### src/rtl/video_op_engine.sv
// Page-level video operation engine: fill, copy and blit of whole pages,
// driven by a one-shot CPU request and reporting completion with a done pulse.
module video_op_engine #(
    parameter int WIDTH  = 320,
    parameter int HEIGHT = 200,
    parameter int PIX_W  = 4,
    parameter int ADDR_W = 16
) (
    input  logic              clk,
    input  logic              reset,
    input  logic              cmd_valid,
    output logic              cmd_ready,
    input  logic [1:0]        cmd_op,
    input  logic [1:0]        cmd_dst,
    input  logic [1:0]        cmd_src,
    input  logic [PIX_W-1:0]  cmd_color,
    output logic              busy,
    output logic              done,
    output logic              pg_rd_en,
    output logic [1:0]        pg_rd_page,
    output logic [ADDR_W-1:0] pg_rd_addr,
    input  logic [PIX_W-1:0]  pg_rd_data,
    output logic              pg_wr_en,
    output logic [1:0]        pg_wr_page,
    output logic [ADDR_W-1:0] pg_wr_addr,
    output logic [PIX_W-1:0]  pg_wr_data,
    output logic              fb_wr_en,
    output logic [ADDR_W-1:0] fb_wr_addr,
    output logic [PIX_W-1:0]  fb_wr_data
);

    localparam int unsigned        N    = WIDTH * HEIGHT;
    localparam logic [ADDR_W-1:0]  LAST = ADDR_W'(N - 1);

    localparam logic [2:0] S_IDLE   = 3'd0;
    localparam logic [2:0] S_FILL   = 3'd1;
    localparam logic [2:0] S_STREAM = 3'd2;
    localparam logic [2:0] S_DRAIN  = 3'd3;
    localparam logic [2:0] S_DONE   = 3'd4;

    localparam logic [1:0] OP_FILL = 2'd0;
    localparam logic [1:0] OP_COPY = 2'd1;
    localparam logic [1:0] OP_BLIT = 2'd2;

    logic [2:0]        state_q, state_d;
    logic [ADDR_W-1:0] a_q, a_d;
    logic [1:0]        op_q, op_d;
    logic [1:0]        dst_q, dst_d;
    logic [1:0]        src_q, src_d;
    logic [PIX_W-1:0]  color_q, color_d;

    logic              wr_en;
    logic [ADDR_W-1:0] wr_addr;

    always_comb begin
        state_d = state_q;
        a_d     = a_q;
        op_d    = op_q;
        dst_d   = dst_q;
        src_d   = src_q;
        color_d = color_q;
        case (state_q)
            S_IDLE: begin
                if (cmd_valid) begin
                    op_d    = cmd_op;
                    dst_d   = cmd_dst;
                    src_d   = cmd_src;
                    color_d = cmd_color;
                    a_d     = '0;
                    case (cmd_op)
                        OP_FILL:          state_d = S_FILL;
                        OP_COPY, OP_BLIT: state_d = S_STREAM;
                        default:          state_d = S_DONE;
                    endcase
                end
            end
            S_FILL: begin
                if (a_q == LAST) state_d = S_DONE;
                else             a_d     = a_q + 1'b1;
            end
            S_STREAM: begin
                if (a_q == LAST) state_d = S_DRAIN;
                else             a_d     = a_q + 1'b1;
            end
            S_DRAIN: state_d = S_DONE;
            S_DONE:  state_d = S_IDLE;
            default: state_d = S_IDLE;
        endcase
    end

    // Reads lead writes by one cycle: STREAM writes the word read at a-1,
    // DRAIN writes the last word at a (the counter has stopped at N-1).
    always_comb begin
        wr_en   = 1'b0;
        wr_addr = '0;
        if (state_q == S_STREAM && a_q != '0) begin
            wr_en   = 1'b1;
            wr_addr = a_q - 1'b1;
        end else if (state_q == S_DRAIN) begin
            wr_en   = 1'b1;
            wr_addr = a_q;
        end
    end

    // Outputs are forced idle while reset is held so nothing strobes during reset.
    always_comb begin
        cmd_ready  = 1'b0;
        busy       = 1'b0;
        done       = 1'b0;
        pg_rd_en   = 1'b0;
        pg_rd_page = '0;
        pg_rd_addr = '0;
        pg_wr_en   = 1'b0;
        pg_wr_page = '0;
        pg_wr_addr = '0;
        pg_wr_data = '0;
        fb_wr_en   = 1'b0;
        fb_wr_addr = '0;
        fb_wr_data = '0;
        if (!reset) begin
            cmd_ready = 1'b1;
        end else begin
            case (state_q)
                S_IDLE: cmd_ready = 1'b1;
                S_FILL: begin
                    busy       = 1'b1;
                    pg_wr_en   = 1'b1;
                    pg_wr_page = dst_q;
                    pg_wr_addr = a_q;
                    pg_wr_data = color_q;
                end
                S_STREAM, S_DRAIN: begin
                    busy = 1'b1;
                    if (state_q == S_STREAM) begin
                        pg_rd_en   = 1'b1;
                        pg_rd_page = src_q;
                        pg_rd_addr = a_q;
                    end
                    if (wr_en && op_q == OP_COPY) begin
                        pg_wr_en   = 1'b1;
                        pg_wr_page = dst_q;
                        pg_wr_addr = wr_addr;
                        pg_wr_data = pg_rd_data;
                    end else if (wr_en) begin
                        fb_wr_en   = 1'b1;
                        fb_wr_addr = wr_addr;
                        fb_wr_data = pg_rd_data;
                    end
                end
                S_DONE: begin
                    busy = 1'b1;
                    done = 1'b1;
                end
                default: ;
            endcase
        end
    end

    always_ff @(posedge clk) begin
        if (!reset) begin
            state_q <= S_IDLE;
            a_q     <= '0;
            op_q    <= '0;
            dst_q   <= '0;
            src_q   <= '0;
            color_q <= '0;
        end else begin
            state_q <= state_d;
            a_q     <= a_d;
            op_q    <= op_d;
            dst_q   <= dst_d;
            src_q   <= src_d;
            color_q <= color_d;
        end
    end

endmodule

### config.mk
export PLATFORM = sky130hd
export DESIGN_NAME = video_op_engine
export DESIGN_NICKNAME = d
export VERILOG_FILES = /design/src/rtl/video_op_engine.sv
export SDC_FILE = /design/constraint.sdc
export NUM_CORES = 1
export LEC_CHECK = 0
export ABC_CLOCK_PERIOD_IN_PS = 4000
export BUFFER_PORTS_ARGS = -buffer_cell sky130_fd_sc_hd__buf_2
export CAP_MARGIN = 10
export CORE_AREA = 2 2 74 76
export CTS_BUF_LIST = sky130_fd_sc_hd__clkbuf_8
export DETAILED_ROUTE_END_ITERATION = 8
export DIE_AREA = 0 0 76 78
export PLACE_DENSITY = 0.81
export SETUP_SLACK_MARGIN = 0.4
export SYNTH_ARGS = -nofsm -noshare
export SYNTH_HDL_FRONTEND = slang
export SYNTH_SLANG_ARGS = --single-unit
### constraint.sdc
create_clock -name clk -period 4 [get_ports clk]
set_input_delay 0.8 -clock clk [delete_from_list [all_inputs] [get_ports clk]]
set_output_delay 0.8 -clock clk [all_outputs]
set_load 0.005 [all_outputs]
# Word level (Yosys, flattened, before mapping)
# Cells that the tools add are included.
# totals
ff_bits	29
input_bits	17
output_inout_bits	66
# op_classes
mux	51
eq_ne	12
reduce_logical	13
add_sub_neg	2
# ops
op	n
$mux 16	13
$pmux 16 s2	2
$mux 4	6
$mux 1	17
$add 16x1->16 const B	1
$eq 16x16->1 const B	1
$reduce_bool 16->1	1
$sub 16x1->16 const B	1
$pmux 3 s4	1
$mux 2	5
$mux 3	3
$ne 2x2->1 const B	4
$pmux 4 s2	1
$eq 3x2->1 const B	2
$pmux 3 s2	1
$reduce_and 3->1	2
$reduce_or 2->1	3
$eq 2x1->1 const B	2
$pmux 2 s2	1
$reduce_or 4->1	1
$eq 3x1->1 const B	1
$eq 3x3->1 const B	1
$logic_not 3->1	1
$eq 2x2->1 const B	1
5 further kinds	6

# Longest topological paths before layout
# Gate-level depths: netlist of the first run.
# depth
word_depth	7
mapped_depth	9
ltp_nobuf	7

# Worst setup path after synthesis of the first run
# Ideal clock, no wire load.
# synth_timing
kind	register to output
start	reg a_q[0]
end	out pg_wr_addr[7]
path_buffers	2
path_stages_with_launch	10
path_slack_ns	0.829
arrival_time_ns	2.371
cell_sequence	dfxtp_1 clkbuf_1 inv_1 ha_1 or4b_1 or4_4 and3_1 buf_6 a31oi_4 o22ai_1
# synth_via
elab_chain_cells	7
elab_cells_between_ends	9
# synth_rtl
item	line	rtl
start: declaration	46	logic [ADDR_W-1:0] a_q, a_d;
start signal: assignment	162	a_q <= '0;
start signal: assignment	169	a_q <= a_d;
parallel branches: the longest is 4 deep, another holds $sub 16x1->16	n/a	
$mux 16 *	139	if (wr_en && op_q == OP_COPY) begin
$pmux 16 s2 *	123	case (state_q)
$mux 16 *	120	if (!reset) begin
end: declaration	25	output logic [ADDR_W-1:0] pg_wr_addr,
# Every way passes the cells marked *.

# Worst setup path after layout of the first run
# layout_timing
start	reg a_q[0]
end	out pg_wr_addr[13]
# The elaborated chain is that of the path after synthesis.

==> results.py, run 1 <==
metrics = {
    "placed_design": {
        "place_hpwl_um": 6530,
        "io_buffers": 82,
        "gp_congestion": 0.943,
        "dp.cells": 530,
    },
    "clocking": {
        "clk_pin_slew_ns": 0.06,
        "clockRootBuffer": "clkbuf_8",
        "postCtsSetupBuffers": 0,
        "cts.sinks": 29,
        "h-tree-depth": 2,
        "hold_buffers": 0,
        "cts_tree": "done",
        "cts_max_path_buffers": 2,
        "insertion_delay_ns": 0.29,
        "cts_buffers": 5,
    },
    "detailed_routing": {
        "routedWlPerCell_um": 16.7,
        "routed_via_density": 6.27,
        "num_vias": 3373,
        "first_pass_iters": 7,
        "drc": 0,
        "wl_um": 8990,
        "ant_nets": 0,
        "drtIter0Drc": 290,
    },
    "timing": {
        "drv_slew": 0,
        "skew_ns": 0.00484,
        "setup_violations": 0,
        "fin_setup_tns_ns": 0,
        "period_share_pct": 87.3,
        "finalHoldViolCount": 0,
        "tightest_slew_ns": 0.684,
        "rsz0062_at_grt": "false",
        "slew_headroom_pct": 54.0,
        "min_period_ns": 3.49,
        "max_freq_mhz": 286,
    },
    "setup_path": {
        "start_kind": "register",
        "crit_type": "reg2out",
        "r2r_cells": 6,
        "arrival_ns": 2.69,
        "crit_fanout": 10,
        "worstPathRequired_ns": 3.20,
        "end_kind": "output pin",
    },
    "outcome": {
        "outcome": "completed",
    },
    "layout": {
        "fin_cells": 538,
        "fin_nets": 488,
        "area_growth_pct": 23.6,
        "num_antenna_cells": 0,
        "fin_util_pct": 65.5,
        "drive_gt1_share_pct": 27.6,
    },
    "grt": {
        "grt_pass1_wl_um": 14700,
        "antenna_found_initial": 0,
        "first_global_vias": 3045,
        "grt_start_max_net_pins": 26,
        "overflow": 0,
        "grt_usage_pct": 30.0,
    },
    "pwr": {
        "leakagePower_uw": 0.00143,
        "pwr_density_cell_nw_per_um2": 445,
        "p_total_uw": 1470,
        "irDropWorstVdd_mv": 0.457,
    },
    "yosys": {
        "yosysWarningCount": 0,
        "syn_area_per_cell_sq_um": 6.71,
        "seq_area_frac_synth_pct": 21.7,
        "ys_ff_latch": 29,
        "synthFlopType": "dfxtp_1",
        "synthCells": 398,
        "ys_types": 64,
        "synth_fp_nets": 419,
        "syn_area_sq_um": 2670,
        "synthArstFlopShare_pct": 0,
        "synth_enable_flop_cells": 0,
    },
    "die": {
        "die_area_sq_um": 5930,
        "die_y_um": 78,
        "start_util_pct": 53.0,
        "die_w_um": 76,
        "io_pins": 83,
        "rows": 26,
        "coreArea_sq_um": 5040,
    },
    "worst_hold_path": {
        "min-delay-path-class": "reg2reg",
        "holdPathStages": 2,
    },
    "job": {
        "maxCapViolCount": 0,
    },
}
[worst paths after layout]
check / start / to / slack, ns
worst max-delay path: a_q[0]$_SDFFE_PN0P_ / pg_wr_addr[13] / 0.51
worst min-delay path: op_q[1]$_SDFFE_PN0P_ / op_q[1]$_SDFFE_PN0P_ / 0.45
worst max register to register: state_q[0]$_SDFFE_PN0P_ / state_q[0]$_SDFFE_PN0P_ / 1.54
worst min register to register: op_q[1]$_SDFFE_PN0P_ / op_q[1]$_SDFFE_PN0P_ / 0.45
[synthesized netlist by cell type (6+ instances only)]
| library cell | number | area share (%) |
|---|---|---|
| nand2_1 | 51 | 7.2 |
| a21oi_1 | 43 | 8.1 |
| nor2_1 | 35 | 4.9 |
| dfxtp_1 | 29 | 22 |
| clkbuf_1 | 27 | 3.8 |
| inv_1 | 16 | 2.2 |
| nand3_1 | 16 | 3.0 |
| and3_1 | 15 | 3.5 |
| a31oi_1 | 12 | 2.8 |
| nor3_1 | 12 | 2.2 |
| or3_1 | 12 | 2.8 |
| o21ai_0 | 11 | 2.1 |
| nand2b_1 | 10 | 2.3 |
| or4_1 | 7 | 2.0 |
| and2_1 | 6 | 1.4 |
[cells in the final DEF (no fill, tap or decap), drive strengths merged, types with 13 or more instances in the layout]
cell / count
nand3: 16
and3: 15
a21oi: 43
nor2: 35
a31oi: 13
inv: 17
nand2: 51
o21ai: 16
buf: 96
dfxtp: 29
[timing repair]
item	in CTS	in global routing
hold endpoints to repair	0	0
endpoints found under the setup margin	25	34
gates resized for setup	4	11
[power breakdown]
group	total [uW]	switching [uW]	leakage [uW]	internal [uW]
Combinational	766	511	0.00113	255
Clock	319	119	0.0000626	200
Sequential	385	57.1	0.000236	328
[registers in the layout, summed over array words and instances (netlist names)]
register,flops
op_q,2
color_q,4
src_q,2
state_q,3
a_q,16
dst_q,2
[stage by stage]
stage	worst slack (ns)	hold slack [ns]	instance area [sq um]
3_3_place_gp	0.643	0.439	3130
5_1_grt	0.419	0.480	3300
6_report	0.510	0.454	3300
4_1_cts	0.361	0.451	3260
3_5_place_dp	0.580	0.443	3130
2_1_floorplan	0.829	0.431	2670
[metal layers]
layer	GRT usage, %	vias up	part of all wire, %
met3	5.58	16	9.4
li1	-	1579	-
met1	38.1	1573	42
met2	50.5	205	47
met4	11.8	0	1.7
met5	0	-	0
[critical path: stages, from the launching register on]
cell     delay, ns
dfxtp_2       0.37
inv_1         0.15
ha_4          0.19
or4b_4        0.48
or4_4         0.52
nand3_1       0.31
o21ba_1       0.19
a31oi_1       0.04
buf_2         0.15
[kinds of logic (layout without fill, tap and decap cells)]
kind of cell / Yosys count / count (layout) / synth area share [%]
AND/OR/NAND/NOR: 199 / 199 / 39.5
AO/OA/AOI/OAI: 108 / 108 / 26.5
buffers and inverters: 51 / 121 / 7.87
flip-flops: 29 / 29 / 21.7
adder cells (fa/ha/maj): 4 / 4 / 1.87
multiplexers: 4 / 4 / 1.59
XOR/XNOR: 3 / 3 / 0.983
[area by class of cell]
cell class	instances	area, sq um
Inverter	17	63.8
Fill cell	463	1740
Clock inverter	2	33.8
Tap cell	70	87.6
Sequential cell	29	582
Multi-Input combinational cell	318	1940
Timing Repair Buffer	96	515
Clock buffer	6	82.6
Power figures use the tool's default switching activity.
==> run 2: changes to the inputs <==
- CORE_AREA: 2 2 74 76 -> 2 2 77 79
- DIE_AREA: 0 0 76 78 -> 0 0 79 81
- PLACE_DENSITY: 0.81 -> 0.76
==> run 2 against run 1 <==
  * Final cell count down 0.19%
  * Final area down 1.3%
  * Critical path depth unchanged
  * First-iteration DRC count down 10%
  * Total power down 1.1%
  * Die area up 7.9%
  * Sequential share of layout area up 0.26 points
  * Combinational power down 2%
  * Non-clock buffer count down 6
  * Critical endpoint is now pg_wr_addr[7]
  * Largest cell class unchanged
  * Largest power group unchanged
  * Highest routed layer unchanged
==> results.py, run 2 (synthesis gave the netlist of run 1 again) <==
metrics = {
    "outcome": {
        "outcome": "completed",
    },
    "clocking": {
        "cts_max_path_buffers": 2,
        "insertion_delay_ns": 0.29,
        "cts.sinks": 29,
        "hold_buffers": 0,
        "cts_tree": "done",
        "clk_pin_slew_ns": 0.07,
        "cts_buffers": 5,
        "clockRootBuffer": "clkbuf_8",
        "h-tree-depth": 2,
    },
    "layout": {
        "num_antenna_cells": 0,
        "drive_gt1_share_pct": 26.8,
        "fin_nets": 482,
        "area_growth_pct": 22.1,
        "top_register": "a_q",
        "layout_commonest_cell": "buf_2",
        "fin_cells": 537,
        "nFillCells": 572,
        "largestRegisters": "a_q x16, color_q x4, state_q x3",
        "layout_common_cells": "82 x buf_2, 51 x nand2_1, 43 x a21oi_1",
        "largest_reg_flops": 16,
    },
    "placed_design": {
        "io_buffers": 82,
        "gp_congestion": 0.998,
        "dp.cells": 529,
        "place_hpwl_um": 6400,
    },
    "setup_path": {
        "crit_fanout": 10,
        "arrival_ns": 2.68,
        "cp_slowest_cell": "or4_4",
        "path_buf_inv": 2,
        "crit_type": "reg2out",
        "crit_chain": "inv_2, ha_4, or4b_1, or4_4, and3_4, a31oi_4, o22ai_1, buf_2",
        "start_kind": "register",
        "end_kind": "output pin",
        "crit_family": "simple AND/OR/NAND/NOR gates",
        "max_stage_delay_ns": 0.54,
        "worstPathRequired_ns": 3.20,
    },
    "pwr": {
        "irDropWorstVdd_mv": 0.285,
        "p_total_uw": 1450,
        "pwr_density_cell_nw_per_um2": 446,
        "leakagePower_uw": 0.00140,
    },
    "die": {
        "die_w_um": 79,
        "start_util_pct": 47.1,
        "coreArea_sq_um": 5680,
        "io_pins": 83,
        "die_y_um": 81,
        "die_area_sq_um": 6400,
        "rows": 28,
    },
    "timing": {
        "min_period_ns": 3.48,
        "finalHoldViolCount": 0,
        "slew_headroom_pct": 52.0,
        "period_share_pct": 87.0,
        "max_freq_mhz": 288,
        "fin_setup_tns_ns": 0,
        "drv_slew": 0,
        "skew_ns": 0.00251,
        "rsz0062_at_grt": "false",
        "setup_violations": 0,
        "tightest_slew_ns": 0.716,
    },
    "grt": {
        "grt_start_max_net_pins": 26,
        "grt_pass1_wl_um": 14500,
        "grt_usage_pct": 28.1,
        "antenna_found_initial": 0,
        "overflow": 0,
        "first_global_vias": 3101,
    },
    "detailed_routing": {
        "num_vias": 3285,
        "ant_nets": 0,
        "routedWlPerCell_um": 16.3,
        "first_pass_iters": 5,
        "drtIter0Drc": 260,
        "wl_um": 8770,
        "drc": 0,
        "routed_via_density": 6.12,
    },
    "worst_hold_path": {
        "min-delay-path-class": "reg2reg",
    },
    "job": {
        "maxCapViolCount": 0,
    },
}
==> run 2: final timing paths <==
| path | startpoint | end | slack, ns | cells past startpoint |
|---|---|---|---|---|
| setup / recovery | a_q[0]$_SDFFE_PN0P_ | pg_wr_addr[7] | 0.52 | 8 |
| hold / removal | src_q[1]$_SDFFE_PN0P_ | src_q[1]$_SDFFE_PN0P_ | 0.45 | 2 |
| setup reg to reg | a_q[2]$_SDFFE_PN0P_ | a_q[2]$_SDFFE_PN0P_ | 1.56 | 6 |
| hold reg to reg | src_q[1]$_SDFFE_PN0P_ | src_q[1]$_SDFFE_PN0P_ | 0.45 | 2 |
==> run 2: layout make-up <==
class                   instances  area (sq um)  area share (%)
clock buffers                   6          82.6            2.53
clock inverters                 2          33.8            1.04
inverters                      17          63.8            1.96
multi-input cells             318          1930            59.3
flip-flops and latches         29           583            17.9
well taps                      75          93.8            2.88
repair buffers                 90           470            14.4
==> run 2: per-layer routing <==
layer	part of all wire, %	track usage (%)
met1	43	36.5
met2	47	46.3
met3	8.4	5.44
met4	1.7	10.9
met5	0	0
==> run 2: repair_timing <==
action / 4_1_cts / 5_1_grt
setup endpoints to repair: 18 / 31
buffers inserted: 0 / 0
hold endpoints to repair: 0 / 0
cloned: 0 / 0
resized for setup: 5 / 11
pin swaps: 0 / 1
==> run 2: worst reg2reg max path: cells and delay by family (launching register included) <==
kind	cells	cell delay [ns]
buffers and inverters	1	0.29
AO/OA/AOI/OAI	3	0.83
AND/OR/NAND/NOR	2	0.63
flip-flops	1	0.62
==> run 2: through the flow <==
step | area [sq um] | hold WS [ns] | setup slack (ns) | util [%]
CTS | 3220 | 0.452 | 0.394 | 56.8
global route | 3260 | 0.476 | 0.416 | 57.5
detailed placement | 3090 | 0.444 | 0.568 | 54.5
global placement | 3090 | 0.439 | 0.633 | 54.5
finish | 3260 | 0.451 | 0.522 | 57.5
floorplan | 2670 | 0.431 | 0.829 | -
==> run 2: power by group <==
| part | internal [uW] | switching (uW) | total, uW | leakage (uW) |
|---|---|---|---|---|
| Combinational | 243 | 508 | 751 | 0.00110 |
| Sequential | 328 | 50.3 | 378 | 0.000237 |
| Clock | 200 | 123 | 324 | 0.0000626 |
==> run 3: changes to the inputs <==
- CORE_AREA: 2 2 77 79 -> 2 2 88 90
- CTS_CLUSTER_SIZE: unset -> 25
- DIE_AREA: 0 0 79 81 -> 0 0 90 92
- PLACE_DENSITY: 0.76 -> unset
==> run 3 against run 2 <==
  * Critical path depth did not move
  * Clock-buffer cell count is the same
  * Clock power is 25% lower
  * Sequential power is 2% higher
  * Combinational power grew 3%
  * Non-clock buffer count is 7 higher
  * Routed wire length is 8.3% higher
  * Via count decreased by 0.46%
==> results.py, run 3 (synthesis gave the netlist of run 1 again) <==
metrics = {
    "setup_path": {
        "r2r_cells": 7,
        "path_buf_inv": 2,
        "crit_fanout": 10,
        "rrSetupSlack_ns": 1.61,
        "rr_startpoint": "state_q[0]$_SDFFE_PN0P_",
        "worstPathRequired_ns": 3.20,
        "max_stage_delay_ns": 0.54,
        "crit_chain": "inv_2, ha_4, or4b_1, or4_4, and3_4, a31oi_4, o22ai_1, buf_2",
        "cp_slowest_cell": "or4_4",
        "reg2reg_to": "a_q[7]$_SDFFE_PN0P_",
        "end_kind": "output pin",
        "crit_type": "reg2out",
        "start_kind": "register",
        "crit_family": "simple AND/OR/NAND/NOR gates",
        "arrival_ns": 2.70,
    },
    "die": {
        "io_pins": 83,
        "die_area_sq_um": 8280,
        "die_y_um": 92,
        "rows": 32,
        "die_w_um": 90,
        "coreArea_sq_um": 7450,
        "start_util_pct": 35.9,
    },
    "detailed_routing": {
        "num_vias": 3270,
        "routed_via_density": 5.74,
        "wl_um": 9500,
        "routedWlPerCell_um": 16.7,
        "ant_nets": 0,
        "first_pass_iters": 5,
        "drtIter0Drc": 252,
        "drc": 0,
    },
    "timing": {
        "min_period_ns": 3.50,
        "fin_setup_tns_ns": 0,
        "setup_violations": 0,
        "skew_ns": 0.00369,
        "drv_slew": 0,
        "finalHoldViolCount": 0,
        "tightest_slew_ns": 0.628,
        "rsz0062_at_grt": "false",
        "period_share_pct": 87.4,
        "max_freq_mhz": 286,
        "slew_headroom_pct": 57.9,
    },
    "placed_design": {
        "io_buffers": 82,
        "place_hpwl_um": 6950,
        "gp_congestion": 0.864,
    },
    "grt": {
        "grtUsageMet3_pct": 4.03,
        "first_global_vias": 2889,
        "antenna_found_initial": 0,
        "busiest_layer": "met2",
        "overflow": 0,
        "grt_use_met1_pct": 30.5,
        "grt_start_max_net_pins": 21,
        "grt_usage_pct": 22.4,
        "grt_pass1_wl_um": 15100,
        "grt.met2_usage_pct": 36.0,
    },
    "clocking": {
        "hold_buffers": 0,
        "h-tree-depth": 2,
        "clockRootBuffer": "clkbuf_8",
        "clk_pin_slew_ns": 0.06,
        "cts_buffers": 5,
        "cts_tree": "done",
        "postCtsSetupBuffers": 0,
        "cts.sinks": 29,
        "cts_max_path_buffers": 2,
        "insertion_delay_ns": 0.29,
    },
    "pwr": {
        "leakagePower_uw": 0.00142,
        "pwr_density_cell_nw_per_um2": 421,
        "irDropWorstVdd_mv": 0.264,
    },
    "layout": {
        "num_antenna_cells": 0,
        "layout_commonest_cell": "buf_2",
        "largestRegisters": "a_q x16, color_q x4, state_q x3",
        "top_register": "a_q",
        "area_growth_pct": 24.2,
        "layout_common_cells": "82 x buf_2, 51 x nand2_1, 43 x a21oi_1",
        "nFillCells": 805,
        "fin_util_pct": 44.6,
        "drive_gt1_share_pct": 27.6,
        "largest_reg_flops": 16,
        "fin_nets": 489,
    },
    "worst_hold_path": {
        "min-delay-path-class": "reg2reg",
        "holdPathStages": 2,
        "min_to": "src_q[1]$_SDFFE_PN0P_",
        "worstHoldStart": "src_q[1]$_SDFFE_PN0P_",
    },
    "job": {
        "maxCapViolCount": 0,
    },
    "outcome": {
        "outcome": "completed",
    },
}
-- run 3: cell types whose count changed in the layout (fill, tap and decap cells not counted), sizes merged --
cell / before / now
bufinv: 1 / 0
buf: 90 / 97
-- run 3: how the worst max path moves through the flow --
stage / slack, ns / from / cells past startpoint / to
floorplan: 0.83 / a_q[0]$_SDFFE_PN0P_ / 9 / pg_wr_addr[7]
global placement: 0.62 / a_q[0]$_SDFFE_PN0P_ / 8 / pg_wr_addr[7]
detailed placement: 0.55 / a_q[0]$_SDFFE_PN0P_ / 8 / pg_wr_addr[7]
CTS: 0.34 / a_q[0]$_SDFFE_PN0P_ / 8 / pg_wr_addr[7]
global route: 0.40 / a_q[1]$_SDFFE_PN0P_ / 8 / pg_wr_addr[7]
finish: 0.50 / a_q[1]$_SDFFE_PN0P_ / 8 / pg_wr_addr[7]
-- run 3: area by class of cell --
class	count	area, sq um	area share (%)
multi-input combinational	318	1940	58.3
clock buffer	6	82.6	2.49
clock inverter	1	3.75	0.113
sequential	29	582	17.5
timing repair buffer	97	523	15.8
inverter	17	63.8	1.92
tap	102	128	3.85
-- run 3: report_power, final --
group	switching (uW)	leakage [uW]	internal, uW	total [uW]
combinational	522	0.00114	249	771
clock	110	0.0000485	134	244
sequential	55.6	0.000236	328	384
total	688	0.00142	710	1400
-- run 3: routing by layer --
layer | share of wire [%] | up-vias
met3 | 7.1 | 12
met1 | 45 | 1507
met4 | 1.3 | 0
met5 | 0 | -
met2 | 47 | 163
li1 | - | 1588
-- run 3: repair_timing --
action,in CTS,in global routing
resized for setup,5,10
setup endpoints to repair,21,26
cloned,0,0
pin swaps,0,1
-- run 3: tightest hold or removal path, stage by stage (launching register included) --
cell and delay (ns):
dfxtp_1 0.30, nand2_1 0.05, a21oi_1 0.05
-- run 3: stage by stage --
stage / instances / power [uW] / hold slack (ns) / cell area (sq um) / setup WS (ns)
2_1_floorplan: 398 / 894 / 0.431 / 2670 / 0.829
3_3_place_gp: 563 / 1090 / 0.445 / 3180 / 0.618
4_1_cts: 570 / 1350 / 0.452 / 3280 / 0.338
5_1_grt: 570 / 1490 / 0.477 / 3320 / 0.399
6_report: 570 / 1400 / 0.454 / 3320 / 0.504
3_5_place_dp: 563 / 1100 / 0.444 / 3180 / 0.552
